### config.mk
export PLATFORM = sky130hd
export DESIGN_NAME = mul_div_unit
export DESIGN_NICKNAME = d
export VERILOG_FILES = /design/src/rtl/mul_div_unit_pkg.sv /design/src/rtl/mul_div_unit.sv
export SDC_FILE = /design/constraint.sdc
export NUM_CORES = 2
export LEC_CHECK = 0
export ABC_AREA = 1
export ABC_CLOCK_PERIOD_IN_PS = 9000
export CAP_MARGIN = 0
export CORE_UTILIZATION = 67
export DETAILED_ROUTE_END_ITERATION = 10
export PLACE_DENSITY = 0.95
export SLEW_MARGIN = 20
export SYNTH_ARGS = -nofsm -noshare
export SYNTH_HDL_FRONTEND = slang
export SYNTH_SLANG_ARGS = --single-unit
### constraint.sdc
create_clock -name clk -period 9 [get_ports clk]
set_input_delay 1.8 -clock clk [delete_from_list [all_inputs] [get_ports clk]]
set_output_delay 1.8 -clock clk [all_outputs]
set_load 0.005 [all_outputs]
### src/rtl/mul_div_unit_pkg.sv
// Shared sign encodings, state encoding and small helpers for the iterative
// RV64M multiply/divide unit.
package mul_div_unit_pkg;

    localparam logic       MULDIV_SIGN    = 1'b1;
    localparam logic       MULDIV_UNSIGN  = 1'b0;
    localparam logic [5:0] MULDIV_CNT_MAX = 6'd63;

    typedef enum logic [1:0] {
        ST_IDLE = 2'd0,
        ST_CALC = 2'd1,
        ST_DONE = 2'd2
    } muldiv_state_e;

    function automatic logic [63:0] sext32(input logic [31:0] v);
        return {{32{v[31]}}, v};
    endfunction

    function automatic logic [63:0] word_ext(input logic [31:0] v, input logic is_signed);
        return is_signed ? sext32(v) : {32'd0, v};
    endfunction

endpackage

### src/rtl/mul_div_unit.sv
// Iterative RV64M multiply/divide: radix-2 shift-add multiply and restoring
// divide over 64 cycles, with magnitude arithmetic and a final sign fix.
module mul_div_unit #(
    parameter int XLEN = 64
) (
    input  logic            clk,
    input  logic            rst,
    input  logic            req_valid_i,
    input  logic            mul_en_i,
    input  logic            word_i,
    input  logic [XLEN-1:0] rs1_data_i,
    input  logic [XLEN-1:0] rs2_data_i,
    input  logic            rs1_sign_i,
    input  logic            rs2_sign_i,
    input  logic            flush_i,
    output logic            ready_o,
    output logic            resp_valid_o,
    output logic [XLEN-1:0] result_1_o,
    output logic [XLEN-1:0] result_2_o
);
    import mul_div_unit_pkg::*;

    localparam int              ACCW      = 2 * XLEN;
    localparam logic [XLEN-1:0] MIN_NEG_D = {1'b1, {(XLEN-1){1'b0}}};
    localparam logic [XLEN-1:0] MIN_NEG_W = {{(XLEN-31){1'b1}}, 31'd0};

    muldiv_state_e   state_q, state_d;
    logic [5:0]      cnt_q, cnt_d;
    logic            mul_q, mul_d, word_q, word_d;
    logic            neg_a_q, neg_a_d, neg_b_q, neg_b_d;
    logic [XLEN-1:0] abs_a_q, abs_a_d, abs_b_q, abs_b_d;
    logic [ACCW-1:0] acc_q, acc_d;
    logic [XLEN-1:0] res1_q, res1_d, res2_q, res2_d;

    logic            sign_a, sign_b, in_neg_a, in_neg_b, div_zero, div_ovf;
    logic [XLEN-1:0] op_a, op_b, in_abs_a, in_abs_b;

    always_comb begin
        sign_a   = (rs1_sign_i == MULDIV_SIGN);
        sign_b   = (rs2_sign_i != MULDIV_UNSIGN);
        op_a     = word_i ? word_ext(rs1_data_i[31:0], sign_a) : rs1_data_i;
        op_b     = word_i ? word_ext(rs2_data_i[31:0], sign_b) : rs2_data_i;
        in_neg_a = sign_a & op_a[XLEN-1];
        in_neg_b = sign_b & op_b[XLEN-1];
        in_abs_a = in_neg_a ? -op_a : op_a;
        in_abs_b = in_neg_b ? -op_b : op_b;
        div_zero = (op_b == '0);
        div_ovf  = sign_a & sign_b & (op_b == '1) & (op_a == (word_i ? MIN_NEG_W : MIN_NEG_D));
    end

    // Multiply keeps {hi, lo} with the multiplier draining out of lo; divide
    // keeps {rem, quo} with the dividend draining out of the top of quo.
    logic [XLEN:0]   mul_sum, rem_sh;
    logic [XLEN-1:0] rem_trial;
    logic            rem_ge;
    logic [ACCW-1:0] mul_next, div_next, step;

    always_comb begin
        mul_sum   = {1'b0, acc_q[ACCW-1:XLEN]} + (acc_q[0] ? {1'b0, abs_a_q} : '0);
        mul_next  = {mul_sum, acc_q[XLEN-1:1]};
        rem_sh    = acc_q[ACCW-1:XLEN-1];
        rem_ge    = (rem_sh >= {1'b0, abs_b_q});
        rem_trial = rem_sh[XLEN-1:0] - abs_b_q;
        div_next  = {(rem_ge ? rem_trial : rem_sh[XLEN-1:0]), acc_q[XLEN-2:0], rem_ge};
        step      = mul_q ? mul_next : div_next;
    end

    logic [ACCW-1:0] prod_fix;
    logic [XLEN-1:0] quo_fix, rem_fix, raw1, raw2, fin1, fin2;

    always_comb begin
        prod_fix = (neg_a_q ^ neg_b_q) ? -step : step;
        quo_fix  = (neg_a_q ^ neg_b_q) ? -step[XLEN-1:0] : step[XLEN-1:0];
        rem_fix  = neg_a_q ? -step[ACCW-1:XLEN] : step[ACCW-1:XLEN];
        raw1     = mul_q ? prod_fix[XLEN-1:0] : quo_fix;
        raw2     = mul_q ? prod_fix[ACCW-1:XLEN] : rem_fix;
        fin1     = word_q ? sext32(raw1[31:0]) : raw1;
        fin2     = word_q ? sext32(raw2[31:0]) : raw2;
    end

    // Results are registered on entry to DONE so they are valid during the pulse.
    always_comb begin
        state_d = state_q;
        cnt_d   = cnt_q;
        mul_d   = mul_q;
        word_d  = word_q;
        neg_a_d = neg_a_q;
        neg_b_d = neg_b_q;
        abs_a_d = abs_a_q;
        abs_b_d = abs_b_q;
        acc_d   = acc_q;
        res1_d  = res1_q;
        res2_d  = res2_q;
        case (state_q)
            ST_IDLE: begin
                if (req_valid_i) begin
                    mul_d   = mul_en_i;
                    word_d  = word_i;
                    neg_a_d = in_neg_a;
                    neg_b_d = in_neg_b;
                    abs_a_d = in_abs_a;
                    abs_b_d = in_abs_b;
                    cnt_d   = '0;
                    acc_d   = {{XLEN{1'b0}}, (mul_en_i ? in_abs_b : in_abs_a)};
                    state_d = ST_CALC;
                    if (!mul_en_i && div_zero) begin
                        res1_d  = '1;
                        res2_d  = word_i ? sext32(op_a[31:0]) : op_a;
                        state_d = ST_DONE;
                    end else if (!mul_en_i && div_ovf) begin
                        res1_d  = op_a;
                        res2_d  = '0;
                        state_d = ST_DONE;
                    end
                end
            end
            ST_CALC: begin
                acc_d = step;
                cnt_d = cnt_q + 6'd1;
                if (cnt_q == MULDIV_CNT_MAX) begin
                    res1_d  = fin1;
                    res2_d  = fin2;
                    state_d = ST_DONE;
                end
            end
            ST_DONE: state_d = ST_IDLE;
            default: state_d = ST_IDLE;
        endcase
        if (flush_i) begin
            state_d = ST_IDLE;
            res1_d  = res1_q;
            res2_d  = res2_q;
        end
    end

    always_ff @(posedge clk or negedge rst) begin
        if (!rst) begin
            state_q <= ST_IDLE;
            cnt_q   <= '0;
            mul_q   <= 1'b0;
            word_q  <= 1'b0;
            neg_a_q <= 1'b0;
            neg_b_q <= 1'b0;
            abs_a_q <= '0;
            abs_b_q <= '0;
            acc_q   <= '0;
            res1_q  <= '0;
            res2_q  <= '0;
        end else begin
            state_q <= state_d;
            cnt_q   <= cnt_d;
            mul_q   <= mul_d;
            word_q  <= word_d;
            neg_a_q <= neg_a_d;
            neg_b_q <= neg_b_d;
            abs_a_q <= abs_a_d;
            abs_b_q <= abs_b_d;
            acc_q   <= acc_d;
            res1_q  <= res1_d;
            res2_q  <= res2_d;
        end
    end

    assign ready_o      = (state_q == ST_IDLE);
    assign resp_valid_o = (state_q == ST_DONE);
    assign result_1_o   = res1_q;
    assign result_2_o   = res2_q;

endmodule

==> results.tsv, run 1 <==
metric	value	unit
status	aborted with a tool error	
Failed at	global routing (5_1_grt)	
First Error	[ERROR GRT-0116] Global routing finished with congestion. Check the congestion regions in the DRC Viewer.	
FF+latch count, synth	396	
number of global-route vias before repair	50310	
Root Buffer	clkbuf_16	
Row Count	90	
Total GRT Usage	0.6323	
Final GP Congestion	1.336	
clk sinks	396	
ys async rst share	1.000	
Placed Cells	7962	
Initial Util	0.6761	
# resized after CTS	0	
CTS Hold Bufs	0	
Clock H-tree levels	2	
Post-synth EDFFs	0	
Cell Area, Synth	40730	um2
global-route wire length before repair	296800	um
CTS Buffer Depth	3	
Avg Cell Area, Syn	5.731	um2
# IOs	266	
pin count of the biggest net entering global routing	159	
distinct cell type count after synthesis	67	
Die Wd	248.6	um
Synth Instances	7107	
post-synthesis sequential area ratio	0.2433	
total CTS buffers	43	
dpl hpwl	143000	um
post-synthesis net count	7379	
final global-route overflow total	31	
number of I/O port buffers	265	
Yosys warnings	0	
Die Y	248.6	um
main flop type after synthesis	dfrtp_1	
Post-CTS Setup Inserts	0	
[metal layers]
layer,GRT overflow,global-route usage
met5,0,0.07027
met1,0,0.6718
met3,2,0.4585
met4,15,0.5819
met2,14,0.7997
[kinds of logic after synthesis]
| kind of cell | Yosys count | share of synthesized area |
|---|---|---|
| and+or+nand+nor | 3970 | 0.4029 |
| buffers and inverters | 1362 | 0.1304 |
| AOI/OAI and AO/OA | 1075 | 0.1451 |
| DFF | 396 | 0.2433 |
| xor gates and xnor gates | 166 | 0.03570 |
| adders and majority gates | 136 | 0.04215 |
| muxes | 2 | 0.0004915 |
[cells in the mapped netlist (12+ instances only)]
| cell | n | area [um2] |
|---|---|---|
| inv_1 | 1115 | 4185 |
| clkbuf_1 | 143 | 536.8 |
| nand2_1 | 2169 | 8142 |
| nor4_1 | 39 | 244.0 |
| buf_1 | 27 | 101.4 |
| nand4_1 | 68 | 425.4 |
| nor3_1 | 102 | 510.5 |
| a21oi_1 | 367 | 1837 |
| buf_2 | 42 | 210.2 |
| a31oi_1 | 41 | 256.5 |
| o21bai_1 | 17 | 127.6 |
| xnor2_1 | 51 | 446.7 |
| nand3_1 | 478 | 2392 |
| o2111ai_1 | 14 | 122.6 |
| xor2_1 | 115 | 1007 |
| or2_2 | 34 | 212.7 |
| o31ai_1 | 12 | 90.09 |
| nor2_1 | 971 | 3645 |
| dfrtp_1 | 396 | 9910 |
| o22ai_1 | 73 | 456.7 |
| o21ai_0 | 468 | 2342 |
| a22o_1 | 19 | 166.4 |
| o221ai_1 | 23 | 201.4 |
| nand3b_1 | 30 | 225.2 |
| nor2_2 | 34 | 212.7 |
| ha_1 | 134 | 1677 |
[stage by stage]
step / instance area, um2 / utilization / setup WS [ps]
4_1_cts: 45110 / 0.7488 / 2219
3_5_place_dp: 43680 / 0.7251 / 1645
3_3_place_gp: 43680 / 0.7251 / 1774
2_1_floorplan: 40730 / - / 4599
==> inputs of run 2 (changes only) <==
Settings changed: CORE_UTILIZATION 67 to 40, PLACE_DENSITY 0.95 to not set, PLACE_DENSITY_LB_ADDON set to 0.15.
==> run 2 against run 1 <==
Against the previous run:
- the flow now finishes without violations
- area after synthesis unchanged
- synthesized cell count unchanged
==> results.tsv, run 2 <==
metric	value	unit
nature of the critical path startpoint	register	
Filler cells	11100	
unrepaired setup endpoints after global routing	false	
status	completed	
Util after Layout	0.4629	
Power Density	433.3	nW/um2
number of global-route vias before repair	45300	
met2 Use GR	0.6405	
Register Area	9915	um2
Worst VDD drop	0.5344	mV
Fin Setup TNS	0	ps
Avg Cell Area, Syn	5.731	um2
mux cell area share after synthesis	0.0004915	
CTS Buffer Depth	3	
grt met1 use	0.5718	
Area contributors post-synth	dfrtp_1, nand2_1, inv_1	
Post-Synth Adder-Cell Area	0.04215	
commonest non-fill, non-tap cell in the layout	nand2_1	
vias per cell	5.727	
R2R Path Start	acc_q[106]	
Crit Path Class	reg2reg	
clk sinks	396	
drt drc	0	
total CTS buffers	51	
post-synthesis sequential area ratio	0.2433	
Die Wd	321.1	um
final setup skew	60.79	ps
FF-to-FF setup slack	1860	ps
Cell Area, Synth	40730	um2
Synth Area in Simple Gates	0.4029	
Total GRT Usage	0.4337	
die area	103100	um2
Synth Area in Compound Gates	0.1451	
pin count of the biggest net entering global routing	125	
kind of cell adding the most delay to the critical path	simple AND/OR/NAND/NOR gates	
Pins Over Slew Limit	0	
distinct cell type count after synthesis	67	
Hold Crit Class	reg2reg	
commonest non-fill, non-tap cells in the layout	nand2_1, inv_1, nor2_1, nand3_1, o21ai_0	
Clock H-tree levels	2	
Arrival @ worst endpoint	7740	ps
Hold Crit Endpoint	abs_a_q[46]	
Root Buffer	clkbuf_16	
post-synthesis net count	7379	
Top Usage Layer GRT	met2	
ys async rst share	1.000	
main flop type after synthesis	dfrtp_1	
First-pass DRT Iterations	6	
Worst Tran Pin Value	1127	ps
Via Count	49630	
CTS tree	built	
synth cell count leaders	nand2_1, inv_1, nor2_1	
number of I/O port buffers	265	
CP max stage cell	nor4_1	
post-synth top area share	0.2433	
Initial Util	0.4055	
final setup violating endpoints	0	
Post-synth EDFFs	0	
Slew headroom	0.2462	
worst-skew pair later-pin latency	690	ps
r2r endpoint	result_2_o[26]	
Biggest register	acc_q	
largest family of logic cells by synthesized area	simple AND/OR/NAND/NOR gates	
Post-CTS Setup Inserts	0	
FF+latch count, synth	396	
Max-Cap Viols	0	
WP data required	9600	ps
Synth Instances	7107	
WP buf/inv	5	
HP Start	abs_a_q[46]	
Worst path most repeated cell	nand2_1	
# resized after CTS	0	
CTS Hold Bufs	0	
Layout area overhead	14.14	%
Total Wirelength	229300	um
dpl hpwl	187500	um
initial antenna violation count	8	
Row Count	116	
# IOs	266	
period utilisation layout	0.7934	
CP endpoint kind	register	
global-route wire length before repair	321700	um
cell depth of the worst flop-to-flop path	28	
DRT antenna net count	0	
core area	100400	um2
CP max FO	43	
fin nets	7540	
area of the multi-input gates	25580	um2
post-synth top area cell	dfrtp_1	
share of cells above drive strength 1	0.03984	
Hold Crit Depth	2	
Fin. Hold Viols	0	
final global-route overflow total	0	
Leakage Power	23.78	nW
most frequent cell after synthesis	nand2_1	
CP peak stage delay	930	ps
Die Y	321.1	um
met3 usage	0.07575	
Tmin final	7141	ps
max frequency	0.1400	GHz
Yosys warnings	0	
Clock Pin Slew Worst Setup and Hold Paths	70	ps
DR WL/cell	26.46	um
Post-Synth XOR/XNOR Area	0.03570	
Largest register FFs	128	
Final GP Congestion	1.079	
initial drt markers	6520	
-- run 2: cell counts after synthesis --
Identical to the previous run, type by type.
-- run 2: worst max-delay path by stage --
stage / end / slack [ps] / depth (start not counted) / from
final: result_2_o[26] / 1860 / 28 / acc_q[106]
after detailed placement: result_1_o[21] / 2310 / 15 / rs1_data_i[25]
after global routing: result_2_o[60] / 1650 / 35 / abs_b_q[54]
after CTS: result_2_o[28] / 2270 / 34 / acc_q[106]
after global placement: result_2_o[28] / 2330 / 32 / acc_q[123]
after floorplan: result_1_o[35] / 4600 / 19 / rs2_data_i[0]
-- run 2: metal layers --
metal / share of wire / vias to the layer above
met5: 0.00053 / -
met4: 0.083 / 12
met3: 0.098 / 593
met2: 0.42 / 2974
met1: 0.40 / 23200
li1: - / 22850
-- run 2: stage by stage --
step / total power (W) / setup WS, ps / cells / hold WS, ps / instance area (um2)
finish: 0.02014 / 1859 / 8665 / 481.7 / 46490
detailed placement: 0.01725 / 2307 / 8572 / 467.1 / 44700
global route: 0.02113 / 1650 / 8662 / 505.8 / 46480
CTS: 0.01959 / 2272 / 8662 / 483.6 / 46480
global placement: 0.01723 / 2331 / 8571 / 462.9 / 44690
floorplan: 0.01144 / 4599 / 7107 / 448.9 / 40730
-- run 2: kinds of logic after synthesis --
family | Yosys count
AND/OR/NAND/NOR | 3970
XOR/XNOR | 166
flip-flops | 396
AO/OA/AOI/OAI | 1075
buffers and inverters | 1362
multiplexers | 2
adder cells (fa/ha/maj) | 136
-- run 2: area by class of cell --
type / count / share of cell area
multi-input cells: 5349 / 0.5502
clock buffers: 66 / 0.02995
clock inverters: 24 / 0.008370
repair buffers: 341 / 0.07014
flip-flops and latches: 396 / 0.2133
inverters: 1129 / 0.09137
well taps: 1357 / 0.03652
diodes: 3 / 0.0001615
-- run 2: tightest hold or removal path: cells and delay by family (launching register included) --
family        cells  cell delay, ps
flops             1             340
simple gates      2             100
-- run 2: power by group --
group | internal [W] | switching, W | total, W
Sequential | 0.00259 | 0.000678 | 0.00326
Clock | 0.00133 | 0.000952 | 0.00228
Combinational | 0.00397 | 0.0106 | 0.0146
(Power assumes the default switching activity.)
